[src/rtl/bpred_pkg.sv]
// ============================================================================
// Module : bpred_pkg
// Desc   : Shared branch-predictor defaults and the RAS checkpoint record.
// Rev    : 1.0
// ============================================================================
`default_nettype none

package bpred_pkg;

    localparam int RAS_DEPTH_DEF = 16;
    localparam int BP_AW         = 32;
    localparam int RAS_IW_DEF    = $clog2(RAS_DEPTH_DEF);

    // Checkpoint travelling with a branch so execute can repair the RAS.
    typedef struct packed {
        logic [RAS_IW_DEF-1:0] index;
        logic [RAS_IW_DEF:0]   count;
        logic [BP_AW-1:0]      top;
    } ras_ckpt_t;

endpackage

`default_nettype wire

[src/rtl/ras_storage.sv]
// ============================================================================
// Module : ras_storage
// Desc   : DEPTH x AW return-address register file, 1 write / 1 async read.
// Rev    : 1.0
// ============================================================================
`default_nettype none

module ras_storage #(
    parameter int DEPTH = 16,
    parameter int AW    = 32,
    parameter int IW    = $clog2(DEPTH)
) (
    input  logic          clk,
    input  logic          we,
    input  logic [IW-1:0] waddr,
    input  logic [AW-1:0] wdata,
    input  logic [IW-1:0] raddr,
    output logic [AW-1:0] rdata
);

    logic [AW-1:0] mem_q [DEPTH];

    // Contents are deliberately left unreset; top_valid masks stale data.
    always_ff @(posedge clk) begin
        if (we) begin
            mem_q[waddr] <= wdata;
        end
    end

    assign rdata = mem_q[raddr];

endmodule

`default_nettype wire

[src/rtl/ras_ckpt.sv]
// ============================================================================
// Module : ras_ckpt
// Desc   : Checkpointed return-address stack with misprediction recovery.
//          Define RAS_CKPT_TOP_EN to also repair the top entry on recovery.
// Rev    : 1.0
// ============================================================================
`default_nettype none

module ras_ckpt
    import bpred_pkg::*;
#(
    parameter int DEPTH = RAS_DEPTH_DEF,
    parameter int AW    = BP_AW,
    localparam int IW   = $clog2(DEPTH)
) (
    input  logic          clk,
    input  logic          reset,
    input  logic          f_stall,
    input  logic          f_push,
    input  logic [AW-1:0] f_push_addr,
    input  logic          f_pop,
    output logic [AW-1:0] top_addr,
    output logic          top_valid,
    output logic [IW-1:0] ckpt_index,
    output logic [IW:0]   ckpt_count,
    output logic [AW-1:0] ckpt_top,
    input  logic          e_recover,
    input  logic [IW-1:0] e_recover_index,
    input  logic [IW:0]   e_recover_count,
    input  logic [AW-1:0] e_recover_top,
    output logic          overflow,
    output logic          underflow
);

    localparam logic [IW:0] CNT_FULL = (IW+1)'(DEPTH);

    logic [IW-1:0] tos_q, tos_d;
    logic [IW:0]   count_q, count_d;
    logic          overflow_q, overflow_d;
    logic          underflow_q, underflow_d;

    logic          do_push, do_pop;
    logic          we, we_gated;
    logic [IW-1:0] waddr;
    logic [AW-1:0] wdata;
    logic [AW-1:0] rdata;

    assign do_push = f_push & ~f_stall;
    assign do_pop  = f_pop  & ~f_stall;

    always_comb begin
        tos_d       = tos_q;
        count_d     = count_q;
        overflow_d  = 1'b0;
        underflow_d = 1'b0;
        we          = 1'b0;
        waddr       = tos_q;
        wdata       = f_push_addr;
        if (e_recover) begin
            tos_d   = e_recover_index;
            count_d = e_recover_count;
`ifdef RAS_CKPT_TOP_EN
            we      = 1'b1;
            waddr   = e_recover_index;
            wdata   = e_recover_top;
`endif
        end else if (do_push && (!do_pop || count_q == '0)) begin
            // Push+pop on an empty stack degenerates to a plain push.
            tos_d = tos_q + IW'(1);
            waddr = tos_q + IW'(1);
            we    = 1'b1;
            if (count_q == CNT_FULL) begin
                overflow_d = 1'b1;
            end else begin
                count_d = count_q + (IW+1)'(1);
            end
        end else if (do_push && do_pop) begin
            we    = 1'b1;
            waddr = tos_q;
        end else if (do_pop) begin
            if (count_q == '0) begin
                underflow_d = 1'b1;
            end else begin
                tos_d   = tos_q - IW'(1);
                count_d = count_q - (IW+1)'(1);
            end
        end
    end

    // No storage write may land on an edge that occurs while reset is held.
    assign we_gated = we & reset;

    always_ff @(posedge clk or negedge reset) begin
        if (!reset) begin
            tos_q       <= '0;
            count_q     <= '0;
            overflow_q  <= 1'b0;
            underflow_q <= 1'b0;
        end else begin
            tos_q       <= tos_d;
            count_q     <= count_d;
            overflow_q  <= overflow_d;
            underflow_q <= underflow_d;
        end
    end

    ras_storage #(
        .DEPTH (DEPTH),
        .AW    (AW),
        .IW    (IW)
    ) u_storage (
        .clk   (clk),
        .we    (we_gated),
        .waddr (waddr),
        .wdata (wdata),
        .raddr (tos_q),
        .rdata (rdata)
    );

    assign top_valid  = (count_q != '0);
    assign top_addr   = top_valid ? rdata : '0;
    assign ckpt_index = tos_q;
    assign ckpt_count = count_q;
    assign overflow   = overflow_q;
    assign underflow  = underflow_q;

`ifdef RAS_CKPT_TOP_EN
    assign ckpt_top = top_addr;
`else
    logic unused_recover_top;
    assign unused_recover_top = ^e_recover_top;
    assign ckpt_top           = '0;
`endif

endmodule

`default_nettype wire

[config.mk]
export PLATFORM = sky130hd
export DESIGN_NAME = ras_ckpt
export DESIGN_NICKNAME = d
export VERILOG_FILES = /design/src/rtl/bpred_pkg.sv /design/src/rtl/ras_storage.sv /design/src/rtl/ras_ckpt.sv
export SDC_FILE = /design/constraint.sdc
export NUM_CORES = 1
export LEC_CHECK = 0
export ABC_CLOCK_PERIOD_IN_PS = 4500
export CORE_ASPECT_RATIO = 0.9
export CORE_UTILIZATION = 45
export DETAILED_ROUTE_END_ITERATION = 10
export PLACE_DENSITY = 0.66
export SLEW_MARGIN = 15
export SYNTH_ARGS = -nofsm -noshare
export SYNTH_HDL_FRONTEND = slang
export SYNTH_SLANG_ARGS = --single-unit
[constraint.sdc]
create_clock -name clk -period 4.5 [get_ports clk]
set_input_delay 0.9 -clock clk [delete_from_list [all_inputs] [get_ports clk]]
set_output_delay 0.9 -clock clk [all_outputs]
set_load 0.05 [all_outputs]
# [Word-level counts from Yosys, hierarchy flattened]
# Memories as Yosys holds them, arrays and structs flattened.
# Index checks and enable logic that the tools add are counted.
# Widths: inputs -> output; s select.
[op_classes] addsub=4 muxes=27 bitwise_logic=4 n_reduce_logical=9 n_eq_ne=4
[ops] cell="$mux 32" n=1
[ops] cell="$mux 5" n=6
[ops] cell="$mux 4" n=7
[ops] cell="$mux 1" n=13
[ops] cell="$ne 3x3->1 const B" n=3
[ops] cell="$add 5x1->5 const B" n=1
[ops] cell="$eq 5x5->1 const B" n=1
[ops] cell="$logic_not 5->1" n=1
[ops] cell="$reduce_bool 5->1" n=1
[ops] cell="$sub 5x1->5 const B" n=1
[ops] cell="$add 4x1->4 const B" n=1
[ops] cell="$reduce_and 4->1" n=1
[ops] cell="$sub 4x1->4 const B" n=1
[ops] cell="$and 1x1->1" n=3
[ops] cell="$reduce_and 3->1" n=1
[ops] cell="$reduce_bool 3->1" n=1
[ops] cell="$logic_and 1x1->1" n=2
[ops] cell="$logic_not 1->1" n=1
[ops] cell="$logic_or 1x1->1" n=1
[ops] cell="$not 1->1" n=1
[word_totals] in_bits=79 reg_bits=11 memories=1 ram_bits=512 output_inout_bits=76
[memory_table] name="u_storage.mem_q" depth=16 width=32 read_ports=1 rd_ports_with_merged_regs=0 wr=1 line_no="ras_storage.sv:21" source="logic [AW-1:0] mem_q [DEPTH];"

# [Longest topological paths before layout]
# Gate-level depths: netlist (run 1).
[depth] ltp_word=10 ltp_mapped=11 depth_no_buf=9

# [Modules after synthesis]
# From an unflattened synthesis (run 1), not the netlist that was laid out.
[hier_totals] hier_cells=983 hier_area_um2=20629.8
[by_module_without_submodules] mod="ras_storage" cells_each=806 instances=1 area_per_inst_um2=19213.4
[by_module_without_submodules] mod="ras_ckpt" cells_each=177 instances=1 area_per_inst_um2=1416.4

# [Worst setup path before layout (run 1)]
# OpenSTA, ideal clock, no wires.
[synth_timing] path_type="register to register" from="reg tos_q[0] (netlist: ckpt_index[0])" to="mem u_storage.mem_q[15][0] (enable)" arrival_time_ns=4.416 path_buffers=3 setup_slack_ns=-0.377 t_required_ns=4.039 stages_incl_launch_ff=9 path_cell_list="dfrtp_1 buf_2 buf_2 buf_2 inv_1 ha_1 nor4b_1 a31oi_1 nor3_1"
[synth_via] elab_chain_cells=3
[synth_rtl] element="start, declared" line_no="ras_ckpt.sv:37" source="logic [IW-1:0] tos_q, tos_d;"
[synth_rtl] element="start signal, assigned" line_no="ras_ckpt.sv:100" source="tos_q <= tos_d;"
[synth_rtl] element="$add 4x1->4" line_no="ras_ckpt.sv:70" source="waddr = tos_q + IW'(1);"
[synth_rtl] element="$mux 4" line_no="ras_ckpt.sv:67" source="end else if (do_push && (!do_pop || count_q == '0)) begin"
[synth_rtl] element="$mux 4 (*)" line_no="ras_ckpt.sv:59" source="if (e_recover) begin"
[synth_rtl] element="end, declared" line_no="ras_storage.sv:21"
# Every way passes the cells marked *; elsewhere a longest branch is shown, timed or not.

# [Final worst setup path (run 1)]
[layout_timing] from="reg tos_q[0] (netlist: ckpt_index[0])" to="out top_addr[29]"
[layout_via] elab_chain_cells=2
[layout_rtl] element="$mem_v2 16x32"
[layout_rtl] element="$mux 32" line_no="ras_ckpt.sv:121" source="assign top_addr = top_valid ? rdata : '0;"
[layout_rtl] element="end, declared" line_no="ras_ckpt.sv:22" source="output logic [AW-1:0] top_addr,"
# No other way between the ends.

==> metrics.md, run 1 <==
| Metric | Value |
|---|---|
| Status | finished clean |
| Share of flip-flops with an asynchronous set or reset after synthesis | 2.103% |
| CTS clock-pin slew for the worst setup and hold paths | 60 ps |
| Area enclosed by the die boundary | 46,830 um^2 |
| Share of the clock period used by the worst path after layout | 96.15% |
| Vias in the first global route | 9,990 |
| Hold buffer count at cts | 0 |
| Post-route cell area | 24,470 um^2 |
| Netlist area before placement | 20,680 um^2 |
| Top post-synthesis cells by area | edfxtp_1, mux4_2, dfrtp_1 |
| Wire length of the first global-routing pass | between 60 and 70 mm |
| Most frequently used flop master after synthesis | edfxtp_1 |
| Half-perimeter wire length of the detailed placement result | about 25 mm |
| Max Cap Viol | 0 |
| Sequential area share after synthesis | 75.66% |
| Most common cell after layout, fill and taps aside | edfxtp_1 |
| Antenna violations before repair | 2 |
| Portion of synthesized cell area occupied by the leading cell type | 74.33% |
| Normalized max-slew margin | 32.94% |
| Growth of design area from synthesis to finish | 18.32% |
| Maximum level of the CTS H-tree | 2 |
| Startpoint-to-endpoint class of the critical path | flip-flop to output port |
| Routed via count divided by cell count | 5.574 |
| Pin count of the biggest net entering global routing | 32 |
| Final Routed Wirelength | around 43 mm |
| Leading cell types in the layout, fill and taps excluded | edfxtp_1, mux4_2, clkdlybuf4s50_1 |
| Post-Place Cell Area | 22,750 um^2 |
| Library cell used as clock root buffer | clkbuf_16 |
| Worst path arrival time | 3430 ps |
| Path category of the worst min-delay check | input pin to async pin |
| Met3 WL post-DR | 2.517 mm |
| Height of the die | between 200 and 250 um |
| Least setup slack across all paths after layout | ~170 ps |
| Post-route met1 wirelength | 19.43 mm |
| Number of pins exceeding their max-slew limit in the final report | 0 |
| Number of instances in the synthesized netlist | 936 |
| Clk Latency, worst-skew pair | 590 ps |
| DR top layer | met4 |
| Drt initial violations | around 1,000 |
| Unrepaired setup endpoints after global routing | false |
| Register bit count reported by yosys | about 520 |
| Number of buffers created by CTS | 52 |
| Fraction of final layout cells sized beyond drive strength 1 | 27.65% |
| Buffer and inverter count on the worst path | 3 |
| Post-detailed-route DRC marker count | 0 |
| Average wire per standard cell | 24.73 um |
| Critical path capture point type | output port |
| Count of cell types in the netlist | 51 |
| Horizontal die dimension | 228.0 um |
| Post-layout minimum cycle time | 4327 ps |
| Maximum cell stage delay along the critical path | 690 ps |
| Required @ worst endpoint | 3600 ps |
| Post-placement setup slack | 416.8 ps |
| Total gr overflow | 0 |
| Routability congestion estimate from global placement | 0.7840 |
| Number of sinks handled by clock tree synthesis | around 520 |
| Effective utilization at floorplan | 45.59% |
| Pin slew with the least headroom to its limit | approximately 1000 ps |
| Peak ir drop on the vdd network | 0.0002839 V |
| Number of warnings printed during yosys synthesis | 0 |
| Average cell area after synthesis | 22.10 um^2 |
| Setup clock skew after layout | 15.71 ps |
| Peak Freq | 0.2311 GHz |
| ANT nets after route | 0 |
| Maximum fanout count along the critical path | 31 |
| Cell with the largest stage delay on the worst path | clkdlybuf4s50_1 |
| Vias after detailed routing | 9,771 |
| Core Area | about 45,000 um^2 |
| Overall global routing resource usage | 18.99% |
| Max clock buf depth | 3 |
| Number of nets in the layout | 1,182 |
| Top cell family by delay on the critical path | buffers and inverters |
| Count of flip-flops with a built-in enable after synthesis | 512 |
| Kind of start point of the critical path | flip-flop |
| Final-report setup violation count | 0 |
| Synth area leader | edfxtp_1 |
| TritonCTS clock tree | built |
| Number of core rows | 74 |
| Leakage power | 7.802 nW |
| Chain of cells forming the critical path | buf_12 -> buf_12 -> mux4_2 -> mux4_2 -> and2_1 -> clkdlybuf4s50_1 |
| Top Ports | between 150 and 200 |
| Number of optimization iterations in the first detailed-route pass | 5 |
| Buffers on Ports | 90 |
| Number of hold violations in the final report | 0 |
| Areal power density over the cells | ~480 nW/um^2 |
| Routed wl met2 | 20.71 mm |
area by class of cell:
type	count	area (um^2)
antenna	2	5.005
clock buffer	61	1356
clock inverter	37	286.5
fill	3458	20900
inverter	10	37.54
multi-input combinational	354	4792
sequential	523	15660
tap	608	760.7
timing repair buffer	158	1575
power by group:
| group | leakage [nW] | switching (W) | internal (W) | total [W] |
|---|---|---|---|---|
| registers | 4.73 | 0.0000464 | 0.00539 | 0.00544 |
| logic | 2.27 | 0.00122 | 0.000877 | 0.00210 |
| clock network | 0.799 | 0.00177 | 0.00238 | 0.00415 |
| total | 7.80 | 0.00304 | 0.00865 | 0.0117 |
sequential cells by signal, summed over array words and instances, names as in the netlist:
signal	cells
ckpt_count	5
ckpt_index	4
overflow	1
u_storage.mem_q	512
underflow	1
through the flow:
stage	instances	hold WS (ps)	util, %	power [W]	setup TNS, ps
2_1_floorplan	967	604.4	-	0.006979	-93260
3_3_place_gp	1647	600.4	50.15	0.007623	0
3_5_place_dp	1647	613.7	50.15	0.007635	0
4_1_cts	1750	596.3	53.89	0.01180	0
5_1_grt	1752	619.4	53.94	0.01209	0
6_report	1753	622.6	53.94	0.01169	0
synth_stat cells, types with 2 or more instances:
cell and instances:
o22ai_1 4, clkbuf_1 16, nor4_1 5, mux4_2 148, xnor2_1 5, a21oi_1 8
mux2i_1 22, or3_1 3, buf_2 24, nor3b_1 2, nand3_1 3, o2bb2ai_1 2
nand4_1 2, nor3_1 23, nand2_1 11, xor2_1 3, buf_1 8, inv_1 9
ha_1 4, o21ai_0 6, o221ai_1 8, nor2_1 7, a31oi_1 6, dfrtp_1 11
and2_1 28, edfxtp_1 512, buf_4 32
cells by family (layout without fill, tap and decap cells):
group / after synthesis / count (layout) / synth area share (%)
compound gates: 48 / 48 / 1.700
simple gates: 91 / 91 / 2.444
xor+xnor: 8 / 8 / 0.3388
other cells: 1 / 34 / 0.01813
mux: 171 / 171 / 17.23
buf+inv: 90 / 266 / 2.359
flops: 523 / 523 / 75.66
fa+ha+maj: 4 / 4 / 0.2420
worst paths after layout:
| path | from | to | slack (ps) | depth (start not counted) |
|---|---|---|---|---|
| min reg2reg | ckpt_count[3] | ckpt_count[3] | 620 | 2 |
| max | ckpt_index[0] | top_addr[29] | 170 | 6 |
| max reg2reg | ckpt_index[0] | u_storage.mem_q[6][15] | 1050 | 11 |
| min | reset | ckpt_count[0] | 620 | 2 |
| max in group asynchronous | reset | ckpt_index[1] | 3690 | 2 |
| min in group clk | ckpt_count[3] | ckpt_count[3] | 620 | 2 |
repair_timing:
item	in CTS	in global routing
pin swaps	0	0
gates resized for setup	1	1
hold endpoints to repair	0	0
setup buffers	5	1
setup endpoints to repair	16	5
layer usage:
metal / global-route usage, % / vias to the layer above
met2: 29.80 / 307
met4: 4.530 / 0
li1: - / 4219
met3: 3.742 / 47
met5: 0 / -
met1: 27.64 / 5198
Power figures use the tool's default switching activity.
==> run 2, diff against run 1 <==
--- a/config.mk
+++ b/config.mk
@@ -5,11 +5,12 @@
 export SDC_FILE = /design/constraint.sdc
 export NUM_CORES = 1
 export LEC_CHECK = 0
-export ABC_CLOCK_PERIOD_IN_PS = 4500
 export CORE_ASPECT_RATIO = 0.9
 export CORE_UTILIZATION = 45
 export DETAILED_ROUTE_END_ITERATION = 10
+export GPL_TIMING_DRIVEN = 0
 export PLACE_DENSITY = 0.66
+export RECOVER_POWER = 50
 export SLEW_MARGIN = 15
 export SYNTH_ARGS = -nofsm -noshare
 export SYNTH_HDL_FRONTEND = slang
==> run 2 against run 1 <==
Effect of this change:
- the flow now finishes with violations (negative setup slack)
- combinational power about the same
- worst hold slack better by 19 ps
- clock skew down 5.0 ps
- global-route usage is 1.6 points higher
- critical path depth unchanged
- register-to-register slack got worse by 590 ps
- clock-buffer cell count fell by 1
- clock power is 5.1% lower
==> metrics.md, run 2 (synthesis results as in run 1) <==
| Metric | Value |
|---|---|
| Antenna violations before repair | 4 (+2) |
| Peak ir drop on the vdd network | 0.0003045 V (+7.2%) |
| Library cell used as clock root buffer | clkbuf_16 |
| Average wire per standard cell | 26.11 um (+5.6%) |
| ANT nets after route | 0 (unchanged) |
| Number of pins exceeding their max-slew limit in the final report | 0 (unchanged) |
| Status | finished, violations left |
| Hold Path Depth | 2 |
| Horizontal die dimension | 228.0 um (unchanged) |
| Kind of start point of the critical path | flip-flop |
| Number of optimization iterations in the first detailed-route pass | 5 (unchanged) |
| Largest register FFs | 512 (unchanged) |
| Number of core rows | 74 (unchanged) |
| Top Ports | 155 (unchanged) |
| Beginning of the critical path | ckpt_index[0] |
| Post-layout minimum cycle time | 4568 ps (+241.3 ps) |
| Pin count of the biggest net entering global routing | 17 (-47%) |
| Worst reg2reg startpoint | ckpt_index[0] |
| Peak Freq | 0.2189 GHz (-5.3%) |
| Post-placement cell count | 1,728 (+4.9%) |
| Clk Latency, worst-skew pair | 570 ps (-20 ps) |
| Vias in the first global route | 10,420 (+4.3%) |
| Worst min-delay path startpoint | ckpt_count[3] |
| Unrepaired setup endpoints after global routing | true |
| Total gr overflow | 0 (unchanged) |
| Number of hold violations in the final report | 0 (unchanged) |
| Max Cap Viol | 0 (unchanged) |
| Core Area | 45,370 um^2 (unchanged) |
| Overall global routing resource usage | 20.56% (+1.6 points) |
| Filler Cell Count | 3,459 (+0.029%) |
| Number of sinks handled by clock tree synthesis | 523 (unchanged) |
| Pin slew with the least headroom to its limit | 1083 ps (+82.13 ps) |
| Drt initial violations | 1,198 (+15%) |
| Leakage power | 8.382 nW (+7.4%) |
| Buffers on Ports | 90 (unchanged) |
| Area enclosed by the die boundary | 46,830 um^2 (unchanged) |
| Height of the die | 205.4 um (unchanged) |
| CTS clock-pin slew for the worst setup and hold paths | 60 ps (about the same) |
| Growth of design area from synthesis to finish | 20.84% |
| Maximum level of the CTS H-tree | 2 (unchanged) |
| Final Routed Wirelength | 47.52 mm (+9.6%) |
| Path category of the worst min-delay check | flip-flop to flip-flop |
| Worst path arrival time | 3670 ps (+240 ps) |
| Max clock buf depth | 3 (unchanged) |
| Least setup slack across all paths after layout | -68.29 ps (-241.3 ps) |
| Post-detailed-route DRC marker count | 0 (unchanged) |
| Final-report setup violation count | 1 (+1) |
| Share of the clock period used by the worst path after layout | 101.5% (+5.4 points) |
| Areal power density over the cells | 460.1 nW/um^2 (-3.7%) |
| Routed via count divided by cell count | 5.683 (+2.0%) |
| Worst Hold Margin | 641.2 ps (+18.58 ps) |
| Register name with the most flops | u_storage.mem_q |
| Register-to-register path setup slack | 460 ps (-590 ps) |
| Logic depth of the worst register-to-register path | 10 (-1) |
| Required @ worst endpoint | 3600 ps (about the same) |
| Effective utilization at floorplan | 45.59% (unchanged) |
| Routability congestion estimate from global placement | 0.7688 (-1.9%) |
| Maximum fanout count along the critical path | 10 (-68%) |
| Final core utilization | 55.09% (+1.2 points) |
| Startpoint-to-endpoint class of the critical path | flip-flop to output port |
| Vias after detailed routing | 10,340 (+5.9%) |
| Post-Layout Cell Count | 1,820 (+3.8%) |
| Leading cell types in the layout, fill and taps excluded | edfxtp_1, mux4_2, buf_4 |
| Normalized max-slew margin | 27.78% (-5.2 points) |
| Post CTS Setup Buffer Count | 0 (-5) |
| Wire length of the first global-routing pass | 69.50 mm (+7.1%) |
| Critical path capture point type | output port |
| Number of nets in the layout | 1,254 (+6.1%) |
| Most common cell after layout, fill and taps aside | edfxtp_1 |
| Fraction of final layout cells sized beyond drive strength 1 | 30.85% (+3.2 points) |
| Total power | 0.01150 W (-1.6%) |
| Number of buffers created by CTS | 51 (-1.9%) |
| Failing checks | negative setup slack |
| TritonCTS clock tree | built |
| Setup clock skew after layout | 10.67 ps (-5.042 ps) |
| Half-perimeter wire length of the detailed placement result | 31.83 mm (+28%) |
## run 2: cell types whose count changed in the layout (fill, tap and decap cells not counted), moves of 4 or more
cell             delta
clkbuf_4            +8
clkbuf_2            +4
buf_12             -12
buf_4              +14
buf_6               +7
buf_16              +6
dlymetal6s2s_1     +26
clkdlybuf4s50_1    -66
buf_2              +18
clkbuf_1           +12
buf_8              +17
dlygate4sd3_1      +36
## run 2: routing by layer
layer  global-route usage, %  vias up  routed length, um  share of wire (%)
li1                        -     4361                  -                  -
met1                   30.25     5508              20780                 44
met2                   32.01      411              22590                 48
met3                   3.991       61               3347                7.0
met4                   4.794        2                799                1.7
met5                       0        -                 12              0.025
## run 2: final timing paths
path,end
setup / recovery,top_addr[29]
hold / removal,ckpt_count[3]
setup reg to reg,u_storage.mem_q[12][17]
hold reg to reg,ckpt_count[3]
max in group asynchronous,ckpt_index[1]
min in group asynchronous,ckpt_count[3]
## run 2: worst max-delay path, cell delays in order, from the launching register on
cell and delay [ps]:
dfrtp_1 500, buf_2 320, clkbuf_4 380, mux4_2 540, mux4_2 490, and2_1 170, clkdlybuf4s50_1 690
## run 2: final cells by class
| type | instances | area, um^2 | share of cell area, % |
|---|---|---|---|
| antenna | 3 | 7.507 | 0.03004 |
| inverter | 10 | 38.79 | 0.1552 |
| tap | 608 | 760.7 | 3.044 |
| clock inverter | 31 | 182.7 | 0.7309 |
| multi-input combinational | 354 | 4811 | 19.25 |
| buffer | 78 | 494.2 | 1.977 |
| sequential | 523 | 15650 | 62.62 |
| clock buffer | 60 | 1331 | 5.326 |
| timing repair buffer | 153 | 1717 | 6.868 |
## run 2: timing repair
| item | in CTS | in global routing |
|---|---|---|
| setup endpoints to repair | 32 | 30 |
| hold buffers | 0 | 0 |
| pin swaps | 0 | 0 |
| resized for setup | 43 | 43 |
## run 2: per-stage QoR
step | instance area, um^2 | setup WS [ps] | setup TNS (ps)
6_report | 24990 | -68.29 | -68.29
5_1_grt | 24990 | -192.1 | -192.1
3_3_place_gp | 22500 | -4383 | -1517040
3_5_place_dp | 23360 | -277.2 | -9651
2_1_floorplan | 20840 | -376.5 | -93260
4_1_cts | 24900 | -236.4 | -5692
## run 2: where the power goes
| group | leakage (nW) | switching, W | internal [W] |
|---|---|---|---|
| Combinational | 2.91 | 0.00128 | 0.000849 |
| Clock | 0.740 | 0.00177 | 0.00216 |
| Sequential | 4.73 | 0.0000437 | 0.00539 |
